===== src/rtl/fetch_ctrl.sv =====
// MIPS32 instruction-fetch sequencer: owns the PC, fetches over req/ack, and holds each word until decode takes it.
// One-cycle ack-to-valid and ready-to-req; stalls indefinitely on a missing ack or ready; redirects wait out a stale ack.
module fetch_ctrl #(
  parameter logic [31:0] RESET_VECTOR = 32'h0000_0000,
  parameter logic [31:0] EXC_VECTOR   = 32'h0000_0180
) (
  input  logic        i_clk,
  input  logic        i_rst,
  output logic [31:0] o_pc,
  output logic        o_imem_req,
  output logic [31:0] o_imem_addr,
  input  logic        i_imem_ack,
  input  logic [31:0] i_imem_rdata,
  output logic [31:0] o_instr,
  output logic        o_instr_valid,
  input  logic        i_instr_ready,
  input  logic        i_redirect,
  input  logic [31:0] i_redirect_pc,
  input  logic        i_exc,
  output logic        o_misaligned
);

  typedef enum logic [1:0] {IDLE, FETCH, VALID, FLUSH} state_t;

  state_t      state, state_n;
  logic [31:0] pc, pc_n;
  logic [31:0] instr, instr_n;
  logic [31:0] pending, pending_n;
  logic        misaligned, misaligned_n;
  logic        evt;
  logic [31:0] target;

  always_ff @(posedge i_clk) begin
    if (i_rst) begin
      state      <= IDLE;
      pc         <= RESET_VECTOR;
      instr      <= 32'h0;
      pending    <= 32'h0;
      misaligned <= 1'b0;
    end else begin
      state      <= state_n;
      pc         <= pc_n;
      instr      <= instr_n;
      pending    <= pending_n;
      misaligned <= misaligned_n;
    end
  end

  always_comb begin
    state_n      = state;
    pc_n         = pc;
    instr_n      = instr;
    pending_n    = pending;
    misaligned_n = 1'b0;
    // Exception outranks a same-cycle branch; branch targets are forced word-aligned.
    evt    = (i_exc || i_redirect) && (state != IDLE);
    target = i_exc ? EXC_VECTOR : {i_redirect_pc[31:2], 2'b00};
    if (i_redirect && !i_exc && (state != IDLE) && (i_redirect_pc[1:0] != 2'b00))
      misaligned_n = 1'b1;

    case (state)
      IDLE: state_n = FETCH;
      FETCH: begin
        if (evt) begin
          if (i_imem_ack) begin
            pc_n = target;
          end else begin
            pending_n = target;
            state_n   = FLUSH;
          end
        end else if (i_imem_ack) begin
          instr_n = i_imem_rdata;
          state_n = VALID;
        end
      end
      VALID: begin
        if (evt) begin
          pc_n    = target;
          state_n = FETCH;
        end else if (i_instr_ready) begin
          pc_n    = pc + 32'd4;
          state_n = FETCH;
        end
      end
      FLUSH: begin
        // The in-flight request must complete before the PC may move.
        if (evt) pending_n = target;
        if (i_imem_ack) begin
          pc_n    = evt ? target : pending;
          state_n = FETCH;
        end
      end
      default: state_n = IDLE;
    endcase
  end

  assign o_pc          = pc;
  assign o_imem_addr   = pc;
  assign o_imem_req    = (state == FETCH) || (state == FLUSH);
  assign o_instr       = instr;
  assign o_instr_valid = (state == VALID);
  assign o_misaligned  = misaligned;

endmodule

===== config.mk =====
export PLATFORM = sky130hd
export DESIGN_NAME = fetch_ctrl
export DESIGN_NICKNAME = d
export VERILOG_FILES = /design/src/rtl/fetch_ctrl.sv
export SDC_FILE = /design/constraint.sdc
export NUM_CORES = 1
export LEC_CHECK = 0
export CORE_MARGIN = 10
export CORE_UTILIZATION = 48
export DETAILED_ROUTE_END_ITERATION = 7
export GPL_ROUTABILITY_DRIVEN = 0
export HOLD_SLACK_MARGIN = 0.15
export PLACE_DENSITY = 0.81
export RECOVER_POWER = 100
export SKIP_CTS_REPAIR_TIMING = 1
export SLEW_MARGIN = 5
export SYNTH_ARGS = -nofsm -noshare
export SYNTH_HDL_FRONTEND = slang
export SYNTH_SLANG_ARGS = --single-unit

===== constraint.sdc =====
create_clock -name i_clk -period 2.8 [get_ports i_clk]
set_clock_uncertainty 0.15 [all_clocks]
set_input_delay 0.56 -clock i_clk [delete_from_list [all_inputs] [get_ports i_clk]]
set_output_delay 0.56 -clock i_clk [all_outputs]
set_load 0.005 [all_outputs]

== Word-level counts from Yosys, hierarchy flattened ==
Cells that the tools add are included.

* Register bits: 99
* Bits of input ports: 70
* Output and inout bits: 99
* Logic and storage cells: 52

* Add/sub/neg operators: 1
* Equality and inequality tests: 10
* Muxes and demuxes: 19
* Bitwise operators: 1
* Reductions and logical operators: 16

{| class="wikitable"
|+ Operators with widths
! kind !! number
|-
| 32-bit 2-to-1 mux || 9
|-
| 32-bit one-hot mux with 3 select lines || 1
|-
| 32-bit one-hot mux with 2 select lines || 1
|-
| 32-bit by 3-bit adder with 32-bit output (second input constant) || 1
|-
| 2-bit 2-to-1 mux || 6
|-
| 2-bit != test (second input constant) || 4
|-
| 2-bit one-hot mux with 4 select lines || 1
|-
| 3-bit != test (second input constant) || 2
|-
| 3-bit AND reduction || 2
|-
| 2-bit nonzero test || 3
|-
| 5-bit AND reduction || 1
|-
| 2-bit == test (second input constant) || 2
|-
| 1-bit logical AND || 4
|-
| 4-bit AND reduction || 1
|-
| 3-bit by 1-bit != test with 1-bit output (second input constant) || 1
|-
| 3-bit nonzero test || 1
|-
| 2-bit by 1-bit == test with 1-bit output (second input constant) || 1
|-
| 2-bit zero test || 1
|-
| 1-bit logical OR || 2
|-
| 1-bit zero test || 1
|-
| 1-bit 2-to-1 mux || 1
|-
| 1-bit NOT || 1
|}

== Logic depth before layout (Yosys ltp) ==
Gate-level depths: netlist (run 1).

* Depth in word-level cells: 5
* Mapped depth: 8
* Mapped depth without buffers: 7

== Worst setup path before layout (run 1) ==
Ideal clock, no wire load.

* Kind: reg2reg
* Start point: register pc[12], in the netlist o_imem_addr[12]
* End point: register pc[24], in the netlist o_imem_addr[24]
* Library setup time: 0.074 ns
* Data arrival time: 2.265 ns
* Data required time: 2.576 ns
* Setup slack: 0.311 ns
* Stages on the path, launching flop included: 8
* Path buffers: 2
* Period minus slack after synthesis: 2.489 ns
* Cell sequence: dfxtp_1 buf_2 nand4_2 or4_4 buf_6 or3_4 or4b_1 a31oi_1

* Word-level cells in the longest chain between the ends: 4

{| class="wikitable"
|+ Ends and longest elaborated chain
! what !! RTL line !! RTL
|-
| start: declaration || 26 || <nowiki>logic [31:0] pc, pc_n;</nowiki>
|-
| start signal: assignment || 42 || <nowiki>pc <= pc_n;</nowiki>
|-
| 32-bit by 3-bit adder with 32-bit output || 81 || <nowiki>pc_n = pc + 32'd4;</nowiki>
|-
| 32-bit 2-to-1 mux || 80 || <nowiki>end else if (i_instr_ready) begin</nowiki>
|-
| 32-bit 2-to-1 mux || 77 || <nowiki>if (evt) begin</nowiki>
|-
| 32-bit one-hot mux with 3 select lines || 61 || <nowiki>case (state)</nowiki>
|}

No other way between the ends. The select of a mux whose other input is x is not followed.
A chain may end at the register's enable or synchronous reset.

== Worst setup path after layout (run 1) ==
* Start point: register state[0]
* End point: output port o_instr_valid

* Word-level cells in the longest chain between the ends: 1

{| class="wikitable"
|+ Ends and longest elaborated chain
! what !! RTL line !! RTL
|-
| start: declaration || 25 || <nowiki>state_t state, state_n;</nowiki>
|-
| start signal: assignment || 41 || <nowiki>state <= state_n;</nowiki>
|-
| 2-bit == test || 101 || <nowiki>assign o_instr_valid = (state == VALID);</nowiki>
|-
| end: declaration || 15 || <nowiki>output logic o_instr_valid,</nowiki>
|}

No other way between the ends.

==> flow_summary.toml, run 1 <==
[synthesis]
synth-seq-cells = 99
yosysTopAreaCell = "dfxtp_1"
synth_cells = 803
synth_compound_area_frac = 0.266
synthMuxAreaShare = 0.0125
synthFlopType = "dfxtp_1"
yosysTopAreaCellShare = 0.342
ys.warnings.count = 0
synthAdderAreaFrac = 0.00216
synth-xor-area-share = 0.0151
synth_cell_types = 68
synth_area_mm2 = 0.00579
synthSimpleGateAreaFrac = 0.269
ys_seq_area_frac = 0.342
avgSynthCellArea_um2 = 7.22
syn_nets = 874
synth_edf_count = 0
synth_area_leaders = "dfxtp_1 (34%), nand2_1 (9.6%), a21oi_1 (8.9%), o21ai_0 (4.4%), buf_4 (4.1%)"
async_flop_share = 0
synth_top_family_by_area = "simple AND/OR/NAND/NOR gates"

[critical_path]
crit_path_frequent_cell = "inv_1"
crit_path_cell_trace = "clkbuf_2, inv_1, nand2_1, inv_1, clkdlybuf4s50_1"
slowest_delay_ns = 0.46
reg2reg_to = "o_imem_addr[24]"
r2r_cells = 5
r2r-start = "o_imem_addr[7]"
worstPathArrival_ns = 1.93
critical_path.top_delay_family = "buffers and inverters"
crit_slowest_cell = "clkdlybuf4s50_1"
crit_buf_inv = 4
ff2ff_setup_slack_ns = 0.20
critPathKind = "flip-flop to output port"
crit_path_max_fanout = 23
cp_num_cells = 5
endpoint_kind = "output port"
cp.required_ns = 2.09
cp-start-kind = "flip-flop"

[sta]
fin_crit_ns = 2.64
finalCritPeriodShare = 0.942
setup_viol = 0
tns_ns = 0
rsz0062_at_grt = "no"
whs_ns = 0.298
slew_headroom = 0.496
hold_viol_final = 0
tightest_slew_ns = 0.755
setup_slack_ns = 0.163
fmax_ghz = 0.379
finalMaxSlewViolations = 0

[power]
pwr_density_cell_mw_per_mm2 = 474
p_leak_uw = 0.00298
ir_worst_vdd_uv = 323

[final_layout]
nNetsFinal = 1014
fin_util = 0.667
syn2layout_area_growth_pct = 37.0
drive_above_1_share = 0.0749
fill_cells = 1016
multiInputGateArea_mm2 = 0.00327
ff_latch_area_mm2 = 0.00198
antenna_cells = 0
layout_commonest_cell = "nand2_1"
final_cell_mix = "nand2_1 (149), a21oi_1 (103), dfxtp_1 (99), dlygate4sd3_1 (87), clkdlybuf4s50_1 (79)"

[run_status]
outcome = "complete, no violations"

[cts]
cts_tree = "built"
htreeDepth = 3
cts_root_buf = "clkbuf_16"
cts.sinks = 99
clock_latency_ns = 0.35
clkTransAtPathRegs_ns = 0.07
cts_buffer_depth = 2
cts_buffers = 9

[grt]
grt_pass1_wl_mm = 31.7
grt_overflow = 0
antenna_found_initial = 0
grt_pass1_vias = 5994
grt_max_degree = 70
grt_usage = 0.233

[floorplan]
io_pins = 169
coreArea_mm2 = 0.0119
die-area_mm2 = 0.0169
initial_core_util = 0.486
die_w_um = 130
rows = 40
die_h_um = 130

[run]
drv_cap = 0

[min_path]
worst_hold_path.num_cells = 2
min-delay-start = "o_instr[31]"
hold_path.class = "flip-flop to flip-flop"
hold_path_end = "o_instr[31]"

[placed_design]
port_buffers = 168
place_ws_ns = 0.0576
hpwl_mm = 14.8

[routing]
dr.pass1.iters = 7
vias = 6597
wl_met2_mm = 8.84
wl_met1_mm = 7.81
drtIter0Drc = 899
wirelength_mm = 20.3
dr.max_layer_used = "met4"
wl_met3_mm = 2.99
wire_per_inst_um = 18.5
drc = 0
ant_nets = 0
routed_via_density = 6.02
layout make-up:
cell class	instances	area share
Multi-Input combinational cell	595	0.412
Timing Repair Buffer	223	0.265
Sequential cell	99	0.250
Clock buffer	12	0.0310
Tap cell	147	0.0232
Clock inverter	4	0.0123
Inverter	15	0.00709
per-layer routing:
layer / vias up / GRT usage
met5: - / 0
met4: 0 / 0.0926
met3: 65 / 0.0868
met2: 453 / 0.360
met1: 2982 / 0.288
li1: 3097 / -
per-stage QoR:
step	total power, µW	instances	instance area (µm²)
floorplan	1960	803	5790
global placement	2370	1079	7660
detailed placement	2380	1079	7660
CTS	3820	1095	8010
global route	3910	1095	7940
finish	3770	1095	7940
worst reg2reg max path, cell delays in order (launching register included):
cell and delay (ns):
dfxtp_1 0.41, nand2_1 0.23, or4_4 0.69, or3_4 0.42, or4b_1 0.47, a31oi_1 0.17
flip-flops by register name, indices dropped and copies added (netlist names):
signal,cells
o_misaligned,1
o_imem_addr,32
state,2
o_instr,32
pending,32
power breakdown:
group	switching [µW]	internal (µW)	leakage (µW)	total [µW]
Combinational	408	376	0.00201	784
Clock	547	899	0.000163	1450
Sequential	66.2	1470	0.000805	1540
Total	1020	2750	0.00298	3770
cell usage after synthesis (5+ instances only):
master	number
clkbuf_1	56
xnor2_1	6
nor4_1	11
nand3_1	23
nor3_1	15
a22oi_1	23
a211oi_1	6
o211ai_1	10
inv_1	14
mux2i_1	5
buf_4	32
nand3b_1	12
o21ai_0	51
nand4_1	11
o2bb2ai_1	5
nand2_1	148
a21oi_1	103
and2_1	6
nor3b_1	5
o21a_1	12
a221oi_1	6
dfxtp_1	99
nor2b_1	16
nor2_1	56
how the worst max path moves through the flow:
stage,start,end,slack [ns]
after floorplan,o_imem_addr[12],o_imem_addr[24],0.31
after global placement,i_exc,o_imem_addr[13],0.10
after detailed placement,i_exc,o_imem_addr[13],0.06
after CTS,o_imem_addr[7],o_imem_addr[24],0.31
after global routing,o_imem_addr[7],o_imem_addr[24],0.07
final,state[0],o_instr_valid,0.16
cells by family after synthesis:
logic type	after synthesis
flip-flops	99
AO/OA/AOI/OAI	250
buffers and inverters	109
adder cells (fa/ha/maj)	1
AND/OR/NAND/NOR	327
multiplexers	7
XOR/XNOR	10
Power figures use the tool's default switching activity.
==> run 2: changes to the inputs <==
CTS_CLUSTER_SIZE = 14   (was not set)
==> results of run 2 <==
No change in the layout: final DEF, timing and power equal those of run 1.
==> run 3: changes to the inputs <==
CELL_PAD_IN_SITES_DETAIL_PLACEMENT = 0   (was not set)
CELL_PAD_IN_SITES_GLOBAL_PLACEMENT = 1   (was not set)
CORE_UTILIZATION = 34   (was 48)
PLACE_DENSITY = not set   (was 0.81)
PLACE_DENSITY_LB_ADDON = 0.1   (was not set)
==> run 3 against run 2 <==
  * Clock-buffer cell count stayed put
  * Global-route usage is 4.0 points lower
  * First-iteration DRC count is 39% lower
  * Sequential power hardly changed
  * Sequential share of layout area hardly changed
  * Combinational power is 0.6% higher
==> flow_summary.toml, run 3 (same netlist as run 1, synthesis figures left out) <==
[cts]
cts_buffer_depth = 2
cts_buffers = 9
clock_latency_ns = 0.35
cts.sinks = 99
htreeDepth = 3
clkTransAtPathRegs_ns = 0.07
cts_root_buf = "clkbuf_16"
cts_tree = "built"

[sta]
whs_ns = 0.301
fin_crit_ns = 2.58
finalMaxSlewViolations = 0
rsz0062_at_grt = "no"
fmax_ghz = 0.388
setup_viol = 0
tightest_slew_ns = 0.603
slew_headroom = 0.595
hold_viol_final = 0
finalCritPeriodShare = 0.920

[power]
p_leak_uw = 0.00296
pwr_density_cell_mw_per_mm2 = 450
ir_worst_vdd_uv = 280

[critical_path]
crit_slowest_cell = "dlygate4sd3_1"
slowest_delay_ns = 0.66
worstPathArrival_ns = 1.87
critical_path.top_delay_family = "buffers and inverters"
r2r_cells = 5
critPathKind = "flip-flop to output port"
crit_path_cell_trace = "clkbuf_1, dlygate4sd3_1"
crit_path_max_fanout = 9
crit_buf_inv = 2
cp.required_ns = 2.09
endpoint_kind = "output port"
reg2reg_to = "o_imem_addr[24]"
r2r-start = "o_imem_addr[14]"
ff2ff_setup_slack_ns = 0.24
cp-start-kind = "flip-flop"

[floorplan]
die_w_um = 151
initial_core_util = 0.348
die-area_mm2 = 0.0227
coreArea_mm2 = 0.0166
die_h_um = 151
rows = 47
io_pins = 169

[grt]
grt_pass1_vias = 6067
grt_overflow = 0
grt_usage = 0.193
grt_max_degree = 36
grt_pass1_wl_mm = 34.9
antenna_found_initial = 0

[run_status]
outcome = "complete, no violations"

[min_path]
min-delay-start = "o_instr[29]"
hold_path_end = "o_instr[29]"
hold_path.class = "flip-flop to flip-flop"
worst_hold_path.num_cells = 2

[final_layout]
layout_commonest_cell = "nand2_1"
fill_cells = 1679
syn2layout_area_growth_pct = 37.3
drive_above_1_share = 0.0800
final_cell_mix = "nand2_1 (148), a21oi_1 (103), dfxtp_1 (99), dlygate4sd3_1 (90), clkdlybuf4s50_1 (76)"
antenna_cells = 0
design_area_mm2 = 0.00796
nNetsFinal = 1017

[routing]
wirelength_mm = 22.8
routed_via_density = 5.48
drtIter0Drc = 550
vias = 6411
wire_per_inst_um = 19.5
dr.pass1.iters = 5
drc = 0
ant_nets = 0

[run]
drv_cap = 0

[placed_design]
post_dp_cell_area_mm2 = 0.00772
port_buffers = 168
hpwl_mm = 17.1
## run 3: cell types whose count changed in the layout (fill, tap and decap cells not counted), moves of 2 or more
cell and change:
bufinv_16 -3, clkbuf_8 +2, dlygate4sd3_1 +3, buf_12 -4, buf_4 +10, clkinv_4 +2, clkdlybuf4s50_1 -3, clkbuf_1 -4
## run 3: layer usage
metal  global-route usage  vias to the layer above  routed length (µm)
li1                     -                     3103                   -
met1                0.259                     3002               10200
met2                0.300                      280               10200
met3               0.0480                       26                2060
met4               0.0525                        0                 351
met5                    0                        -                   0
## run 3: stage by stage
| stage | worst slack [ns] | utilization | TNS [ns] | total power [µW] | instances |
|---|---|---|---|---|---|
| floorplan | 0.311 | - | 0 | 1960 | 803 |
| global placement | -0.0319 | 0.464 | -0.0319 | 2390 | 1155 |
| detailed placement | -0.0303 | 0.464 | -0.0502 | 2400 | 1155 |
| CTS | 0.228 | 0.482 | 0 | 3650 | 1170 |
| global route | 0.123 | 0.478 | 0 | 3730 | 1170 |
| finish | 0.224 | 0.478 | 0 | 3580 | 1170 |
## run 3: cell type report
class | instances | area (µm²) | share of cell area
inverters | 15 | 56.3 | 0.00708
flip-flops and latches | 99 | 1980 | 0.249
well taps | 220 | 275 | 0.0346
clock buffers | 12 | 267 | 0.0335
multi-input cells | 595 | 3270 | 0.411
clock inverters | 3 | 22.5 | 0.00283
repair buffers | 226 | 2080 | 0.262
## run 3: worst max path at each step
stage | start | to | slack (ns) | cells after the start
final | o_imem_addr[12] | o_imem_addr[12] | 0.22 | 2
after global placement | i_exc | o_imem_addr[13] | -0.03 | 7
after CTS | state[0] | o_instr_valid | 0.23 | 4
after floorplan | o_imem_addr[12] | o_imem_addr[24] | 0.31 | 7
after detailed placement | i_exc | o_imem_addr[13] | -0.03 | 7
after global routing | o_imem_addr[14] | o_imem_addr[31] | 0.12 | 5
## run 3: power by group
part           internal (µW)  total [µW]  switching, µW  leakage [µW]
Combinational            371         789            418       0.00201
Sequential              1470        1540           70.4      0.000805
Clock                    674        1250            575      0.000145
## run 3: worst register-to-register path, delay by kind of cell (launching register included)
kind / cells / cell delay (ns)
AOI/OAI and AO/OA: 1 / 0.16
DFF: 1 / 0.51
and+or+nand+nor: 4 / 1.67
